## src/rtl/rggen_rtl_pkg.sv

```systemverilog
// rggen_rtl_pkg: shared status/arbiter-state types and a width helper for the register access arbiter
package rggen_rtl_pkg;
  typedef enum logic [1:0] {
    RGGEN_OKAY         = 2'd0,
    RGGEN_EXOKAY       = 2'd1,
    RGGEN_SLAVE_ERROR  = 2'd2,
    RGGEN_DECODE_ERROR = 2'd3
  } rggen_status;
  typedef enum logic [1:0] {
    IDLE     = 2'd0,
    ACCESS   = 2'd1,
    RESPONSE = 2'd2
  } rggen_arbiter_state;
  function automatic int rggen_clog2_min1(input int n);
    return (n > 1) ? $clog2(n) : 1;
  endfunction
endpackage

```

## src/rtl/rggen_round_robin_selector.sv

```systemverilog
// rggen_round_robin_selector: combinational first-set search of i_request from i_ptr (wrapping), giving one-hot o_grant and o_index
module rggen_round_robin_selector #(
  parameter int HOSTS       = 2,
  parameter int INDEX_WIDTH = 1
)(
  input  logic [HOSTS-1:0]       i_request,
  input  logic [INDEX_WIDTH-1:0] i_ptr,
  output logic [HOSTS-1:0]       o_grant,
  output logic [INDEX_WIDTH-1:0] o_index
);
  always_comb begin
    o_grant = '0;
    o_index = '0;
    for (int i = HOSTS - 1; i >= 0; i--) begin
      for (int j = 0; j < HOSTS; j++) begin
        if (j == (int'(i_ptr) + i) % HOSTS && i_request[j]) begin
          o_grant    = '0;
          o_grant[j] = 1'b1;
          o_index    = INDEX_WIDTH'(j);
        end
      end
    end
  end
endmodule

```

## src/rtl/rggen_register_access_arbiter.sv

```systemverilog
// rggen_register_access_arbiter: round-robin share of one register access port among HOSTS requesters (i_host_* in, o_host_ready/data/status out; o_reg_* out, i_reg_* in) with optional timeout
module rggen_register_access_arbiter
  import rggen_rtl_pkg::*;
#(
  parameter int HOSTS          = 2,
  parameter int ADDRESS_WIDTH  = 8,
  parameter int DATA_WIDTH     = 32,
  parameter int TIMEOUT_CYCLES = 0
)(
  input  logic                              i_clk,
  input  logic                              i_rst,
  input  logic [HOSTS-1:0]                  i_host_valid,
  input  logic [HOSTS-1:0]                  i_host_write,
  input  logic [HOSTS*ADDRESS_WIDTH-1:0]    i_host_address,
  input  logic [HOSTS*DATA_WIDTH-1:0]       i_host_write_data,
  input  logic [HOSTS*(DATA_WIDTH/8)-1:0]   i_host_strobe,
  output logic [HOSTS-1:0]                  o_host_ready,
  output logic [DATA_WIDTH-1:0]             o_host_read_data,
  output logic [1:0]                        o_host_status,
  output logic                              o_reg_valid,
  output logic                              o_reg_write,
  output logic [ADDRESS_WIDTH-1:0]          o_reg_address,
  output logic [DATA_WIDTH-1:0]             o_reg_write_data,
  output logic [DATA_WIDTH/8-1:0]           o_reg_strobe,
  input  logic                              i_reg_ready,
  input  logic [1:0]                        i_reg_status,
  input  logic [DATA_WIDTH-1:0]             i_reg_read_data
);
  localparam int IW = rggen_clog2_min1(HOSTS);
  localparam int SW = DATA_WIDTH / 8;
  rggen_arbiter_state state;
  logic [IW-1:0] ptr;
  logic [IW-1:0] grant;
  logic [IW-1:0] sel_index;
  logic [HOSTS-1:0] sel_grant;
  logic sel_write;
  logic [ADDRESS_WIDTH-1:0] sel_address;
  logic [DATA_WIDTH-1:0] sel_write_data;
  logic [SW-1:0] sel_strobe;
  logic timeout;
  logic done;
  rggen_round_robin_selector #(.HOSTS(HOSTS), .INDEX_WIDTH(IW)) u_selector (
    .i_request (i_host_valid),
    .i_ptr     (ptr),
    .o_grant   (sel_grant),
    .o_index   (sel_index)
  );
  always_comb begin
    sel_write      = 1'b0;
    sel_address    = '0;
    sel_write_data = '0;
    sel_strobe     = '0;
    for (int h = 0; h < HOSTS; h++) begin
      if (sel_grant[h]) begin
        sel_write      = i_host_write[h];
        sel_address    = i_host_address[h*ADDRESS_WIDTH +: ADDRESS_WIDTH];
        sel_write_data = i_host_write_data[h*DATA_WIDTH +: DATA_WIDTH];
        sel_strobe     = i_host_strobe[h*SW +: SW];
      end
    end
  end
  generate
    if (TIMEOUT_CYCLES > 0) begin : g_timeout
      localparam int CW = $clog2(TIMEOUT_CYCLES + 1);
      logic [CW-1:0] cnt;
      always_ff @(posedge i_clk) begin
        if (i_rst || state != ACCESS) cnt <= '0;
        else if (!i_reg_ready) cnt <= cnt + CW'(1);
      end
      assign timeout = state == ACCESS && !i_reg_ready && cnt == CW'(TIMEOUT_CYCLES - 1);
    end else begin : g_no_timeout
      assign timeout = 1'b0;
    end
  endgenerate
  assign done = state == ACCESS && ((o_reg_valid && i_reg_ready) || timeout);
  always_ff @(posedge i_clk) begin
    if (i_rst) begin
      state            <= IDLE;
      ptr              <= '0;
      grant            <= '0;
      o_host_ready     <= '0;
      o_host_read_data <= '0;
      o_host_status    <= RGGEN_OKAY;
      o_reg_valid      <= 1'b0;
      o_reg_write      <= 1'b0;
      o_reg_address    <= '0;
      o_reg_write_data <= '0;
      o_reg_strobe     <= '0;
    end else if (state == IDLE) begin
      if (|i_host_valid) begin
        state            <= ACCESS;
        grant            <= sel_index;
        o_reg_valid      <= 1'b1;
        o_reg_write      <= sel_write;
        o_reg_address    <= sel_address;
        o_reg_write_data <= sel_write_data;
        o_reg_strobe     <= sel_strobe;
      end
    end else if (state == ACCESS) begin
      if (done) begin
        state            <= RESPONSE;
        o_reg_valid      <= 1'b0;
        o_host_ready     <= HOSTS'(1) << grant;
        o_host_read_data <= (i_reg_ready && !o_reg_write) ? i_reg_read_data : '0;
        o_host_status    <= i_reg_ready ? i_reg_status : RGGEN_SLAVE_ERROR;
      end
    end else begin
      state            <= IDLE;
      ptr              <= (grant == IW'(HOSTS - 1)) ? '0 : grant + IW'(1);
      o_host_ready     <= '0;
      o_host_read_data <= '0;
      o_host_status    <= RGGEN_OKAY;
    end
  end
endmodule
```

## config.mk

```make
export PLATFORM = sky130hd
export DESIGN_NAME = rggen_register_access_arbiter
export DESIGN_NICKNAME = d
export VERILOG_FILES = /design/src/rtl/rggen_rtl_pkg.sv /design/src/rtl/rggen_round_robin_selector.sv /design/src/rtl/rggen_register_access_arbiter.sv
export SDC_FILE = /design/constraint.sdc
export NUM_CORES = 1
export LEC_CHECK = 0
export CORE_MARGIN = 3
export CORE_UTILIZATION = 38
export DETAILED_ROUTE_END_ITERATION = 8
export GPL_TIMING_DRIVEN = 1
export PLACE_DENSITY_LB_ADDON = 0.2
export SKIP_LAST_GASP = 1
export SYNTH_ARGS = -nofsm -noshare
export SYNTH_HDL_FRONTEND = slang
export SYNTH_SLANG_ARGS = --single-unit
```

## constraint.sdc

```tcl
create_clock -name i_clk -period 1.6 [get_ports i_clk]
set_clock_uncertainty 0.2 [all_clocks]
set_input_delay 0.32 -clock i_clk [delete_from_list [all_inputs] [get_ports i_clk]]
set_output_delay 0.32 -clock i_clk [all_outputs]
set_load 0.05 [all_outputs]
```

==> metrics.csv, run 1 <==
metric;value;unit
status;finished, final reports clean;
rr_worst_depth;5;
critPathKind;flop to flop;
finish.instance_area;6950;µm²
yosysSeqAreaShare;47.8;%
routed_wl;14000;µm
r2r-end;o_reg_write_data[24];
numCtsBuffers;9;
rsz0062_at_grt;false;
crit_path_end;o_reg_write_data[24];
place_area;6720;µm²
powerDensity;836;nW/µm²
drive_gt1_share;21.9;%
ys_warn_count;0;
ios;211;
grt_use_met2;42.2;%
coreArea;8980;µm²
max_freq;0.669;GHz
io_buffer_count;210;
grtUsageTotal;24.8;%
area_growth;92.9;%
dp_hpwl;9910;µm
hold_class;input pin to flop;
worst-path-max-fanout;18;
drcViolationCount;0;
synthCells;419;
synth_flop_cell;dfxtp_1;
place.gp.congestion;0.817;
ir_worst_vdd;0.000424;V
die_w;103;µm
min_path_cells;2;
placed_cells;725;
nFillCells;609;
min_period;1.49;ns
r2r_slack;0.11;ns
worst_pin_slew;0.387;ns
ys_ff_latch;86;
drt.antenna.violating_nets;0;
cp_top_family;compound AO/OA/AOI/OAI gates;
r2r-start;state[1];
finalHoldViolations;0;
power.leakage;2.49;nW
pre_cts_ws;-0.239;ns
dr.first_iter.drc_count;241;
clk_pin_slew;0.09;ns
path_buf_inv;2;
path_depth;5;
layout_setup_ws;0.106;ns
synthesis.area;3600;µm²
ys_types;25;
cp_slowest_stage_delay;0.36;ns
drt_first_pass_iters;5;
cts_tree;done;
worst_ep_required_time;1.67;ns
root_buffer;clkbuf_8;
crit_slowest_cell;dfxtp_2;
viasPerCell;5.80;
slew-limit-headroom;74.2;%
antenna_found_initial;1;
met3_usage;6.57;%
crit_chain;a211oi_4 -> buf_4 -> buf_12 -> nand3_1 -> a31oi_1;
arrival;1.56;ns
min-delay-start;i_rst;
use_met1;29.4;%
htree_num_levels;3;
grt.overflow.total;0;
wl_per_cell;18.9;µm
finalCritPeriodShare;93.4;%
startpoint_type;flop;
die_y;103;µm
clock_latency;0.35;ns
rows;34;
end_kind;flop;
slew_viol_final;0;
die-area;10700;µm²
synth_area_per_cell;8.59;µm²
busiest_layer;met2;
cp-startpoint;state[1];
grt_pass1_vias;4102;
start_util;40.1;%
grt_max_degree;47;
synth_async_sr_flop_share;0;%
final_nets;741;
cts_max_path_buffers;2;
grt_pass1_wl;21000;µm
synth_nets;548;
maxCapViolCount;0;
finalNonFillerCells;743;
diodes;0;
vias;4311;
cts.sinks;86;
setup_violations;0;
synth-edff-count;0;
## cell type report
cell class | instances | area (µm²) | share of cell area, %
Clock inverter | 5 | 41.3 | 0.594
Timing Repair Buffer | 236 | 3250 | 46.7
Inverter | 1 | 3.75 | 0.0540
Sequential cell | 86 | 1730 | 24.8
Multi-Input combinational cell | 278 | 1620 | 23.3
Clock buffer | 11 | 151 | 2.18
Tap cell | 126 | 158 | 2.27
## cell families (layout without fill, tap and decap cells)
kind of cell / Yosys count / in the layout / synth area share (%)
AOI/OAI and AO/OA: 133 / 133 / 24.0
buffers and inverters: 55 / 253 / 7.57
DFF: 86 / 86 / 47.8
muxes: 1 / 1 / 0.278
and+or+nand+nor: 144 / 144 / 20.3
## layer usage
layer	share of wire [%]	vias up
met4	2.7	2
met1	38	2051
met5	0.093	-
met3	8.4	38
met2	50	224
li1	-	1996
## through the flow
step	utilization (%)	setup TNS (ns)	total power, mW	hold WS [ns]
final	77.4	0	5.81	0.164
after global routing	77.4	0	6.00	0.165
after CTS	77.0	0	5.80	0.145
after detailed placement	74.9	-6.64	4.33	0.290
after global placement	74.9	-4.67	4.29	0.282
after floorplan	-	0	3.27	0.256
## layout by cell type (no fill, tap or decap), drive strengths merged, types with 8 or more instances in the layout
cell type / count
nand3: 47
clkdlybuf4s50: 125
o21ai: 48
dfxtp: 86
buf: 110
nand4: 45
clkbuf: 12
nand2: 8
a31oi: 46
a32oi: 32
nor2: 38
## worst min path at each step
stage | endpoint
after floorplan | o_host_status[0]
after global placement | o_host_status[1]
after detailed placement | o_host_status[0]
after CTS | o_host_read_data[29]
after global routing | o_host_read_data[22]
final | o_host_read_data[22]
## power breakdown
part | total (mW) | switching, mW | internal (mW)
sequential | 2.41 | 0.141 | 2.27
clock | 1.48 | 0.823 | 0.661
combinational | 1.91 | 0.957 | 0.957
## registers in the layout (all words and copies together), names as in the netlist
register,cells
o_host_read_data,32
o_reg_write_data,32
o_reg_address,8
o_reg_strobe,4
o_host_ready,2
o_host_status,2
state,2
grant,1
o_reg_valid,1
o_reg_write,1
ptr,1
## synth_stat cells, types with 2 or more instances
cell type,number,area [µm²]
or2_1,2,12.5
clkbuf_1,24,90.1
dfxtp_1,86,1720
a21oi_1,6,30.0
nand4_1,45,282
o21ai_1,47,235
nor2_1,37,139
a32oi_1,32,280
a31oi_1,45,282
buf_2,20,100
nand3_1,47,235
buf_1,4,15.0
nand2_1,8,30.0
buf_6,5,56.3
## what timing repair did
item | in CTS | in global routing
hold buffers | 0 | 0
hold endpoints to repair | 0 | 0
setup buffers | 0 | 1
gates resized for setup | 0 | 2
setup endpoints to repair | 0 | 23
Note: power is estimated with default switching activity, not from simulation.
==> run 2: changes to the inputs <==
--- a/config.mk
+++ b/config.mk
@@ -9,7 +9,9 @@
 export CORE_UTILIZATION = 38
 export DETAILED_ROUTE_END_ITERATION = 8
 export GPL_TIMING_DRIVEN = 1
+export MAX_ROUTING_LAYER = met4
 export PLACE_DENSITY_LB_ADDON = 0.2
+export SETUP_SLACK_MARGIN = 0.05
 export SKIP_LAST_GASP = 1
 export SYNTH_ARGS = -nofsm -noshare
 export SYNTH_HDL_FRONTEND = slang
==> run 2 against run 1 <==
Net effect:
- core utilization up 0.49 points
- final cell count up 0.27%
- combinational power about the same
- global-route usage up 0.17 points
- non-clock buffer count up 2
- die area unchanged
- power up 3.0%
- register-to-register slack worse by 0.02 ns
- critical endpoint is now o_host_read_data[0]
- highest routed layer is now met4
==> metrics.csv, run 2 (same netlist as run 1, synthesis figures left out) <==
metric;value;unit
power.leakage;2.52;nW
die_w;103;µm
holdWs;0.193;ns
htree_num_levels;3;
root_buffer;clkbuf_8;
slew_viol_final;0;
ios;211;
finalNonFillerCells;745;
worst_ep_required_time;1.64;ns
grt_max_degree;48;
finalHoldViolations;0;
worst_pin_slew;0.381;ns
grt_pass1_vias;4006;
rsz0062_at_grt;true;
final_nets;743;
place.gp.congestion;0.819;
max_freq;0.658;GHz
numCtsBuffers;9;
largestRegisters;o_host_read_data (32), o_reg_write_data (32), o_reg_address (8);
cp_top_family;buffers and inverters;
rows;34;
drive_gt1_share;22.3;%
min_period;1.52;ns
critPathKind;input pin to flop;
cts.hold.buffers_added;0;
powerDensity;856;nW/µm²
rr_worst_depth;5;
finish.instance_area;6990;µm²
end_kind;flop;
layout_setup_ws;0.0794;ns
grt_pass1_wl;20300;µm
pre_cts_ws;-0.294;ns
grt.overflow.total;0;
drt.antenna.violating_nets;0;
finalCritPeriodShare;95.0;%
crit_slowest_cell;clkdlybuf4s50_1;
cts_max_path_buffers;2;
dp_hpwl;9750;µm
area_growth;94.1;%
tns;0;ns
drt_first_pass_iters;5;
cts.sinks;86;
start_util;40.1;%
place_area;6730;µm²
hold_class;input pin to flop;
final_cell_mix;125 x clkdlybuf4s50_1, 92 x buf_12, 82 x dfxtp_1, 47 x nand3_1, 47 x o21ai_1;
fin_util;77.9;%
clk_pin_slew;0.10;ns
setup_violations;0;
ir_worst_vdd;0.000664;V
viasPerCell;5.68;
clock_latency;0.35;ns
path_buf_inv;2;
wl_per_cell;18.3;µm
antenna_found_initial;0;
min_path_cells;3;
io_buffer_count;210;
status;finished, final reports clean;
die_y;103;µm
cts_tree;done;
slew-limit-headroom;74.6;%
coreArea;8980;µm²
grtUsageTotal;24.9;%
die-area;10700;µm²
cp_slowest_stage_delay;0.46;ns
nFillCells;601;
worst-path-max-fanout;12;
drcViolationCount;0;
startpoint_type;input pin;
arrival;1.56;ns
total_power;5.98;mW
mostFrequentLayoutCell;clkdlybuf4s50_1;
crit_chain;clkdlybuf4s50_1 -> and3_2 -> buf_4 -> a32oi_1 -> nor2_1;
vias;4228;
path_depth;5;
placed_cells;726;
maxCapViolCount;0;
routed_wl;13600;µm
dr.first_iter.drc_count;235;
## run 2: worst paths after layout
path	from	to	slack, ns
worst min-delay path	i_rst	o_host_status[0]	0.19
worst max-delay path	i_reg_ready	o_host_read_data[0]	0.08
worst min register to register	o_host_status[0]	o_host_status[0]	0.30
worst max register to register	state[1]	o_reg_write_data[7]	0.09
## run 2: power breakdown
group | switching, mW | internal (mW) | leakage, nW
registers | 0.139 | 2.27 | 0.704
clock network | 0.783 | 0.872 | 0.105
logic | 0.952 | 0.970 | 1.71
total | 1.87 | 4.11 | 2.52
## run 2: what timing repair did
action | CTS | global route
gates cloned | 0 | 1
gates resized for setup | 1 | 4
hold endpoints to repair | 0 | 0
setup buffers | 0 | 2
endpoints found under the setup margin | 29 | 26
pin swaps | 0 | 5
## run 2: routing by layer
layer	global-route usage (%)	vias up	routed length [µm]
li1	-	1986	-
met1	29.7	1998	5200
met2	40.0	219	6880
met3	6.77	25	1200
met4	10.2	0	322
met5	-	-	0
## run 2: final cells by class
| type | count | area, µm² | area share (%) |
|---|---|---|---|
| repair buffers | 238 | 3260 | 46.7 |
| flip-flops and latches | 86 | 1730 | 24.7 |
| multi-input cells | 278 | 1620 | 23.2 |
| well taps | 126 | 158 | 2.26 |
| clock buffers | 9 | 124 | 1.77 |
| clock inverters | 6 | 86.3 | 1.24 |
| inverters | 1 | 3.75 | 0.0537 |
| diodes | 1 | 2.50 | 0.0358 |
## run 2: worst register-to-register path, delay by kind of cell (launching register included)
family | cells | cell delay [ns]
AND/OR/NAND/NOR | 1 | 0.11
flip-flops | 1 | 0.37
AO/OA/AOI/OAI | 2 | 0.44
buffers and inverters | 2 | 0.30
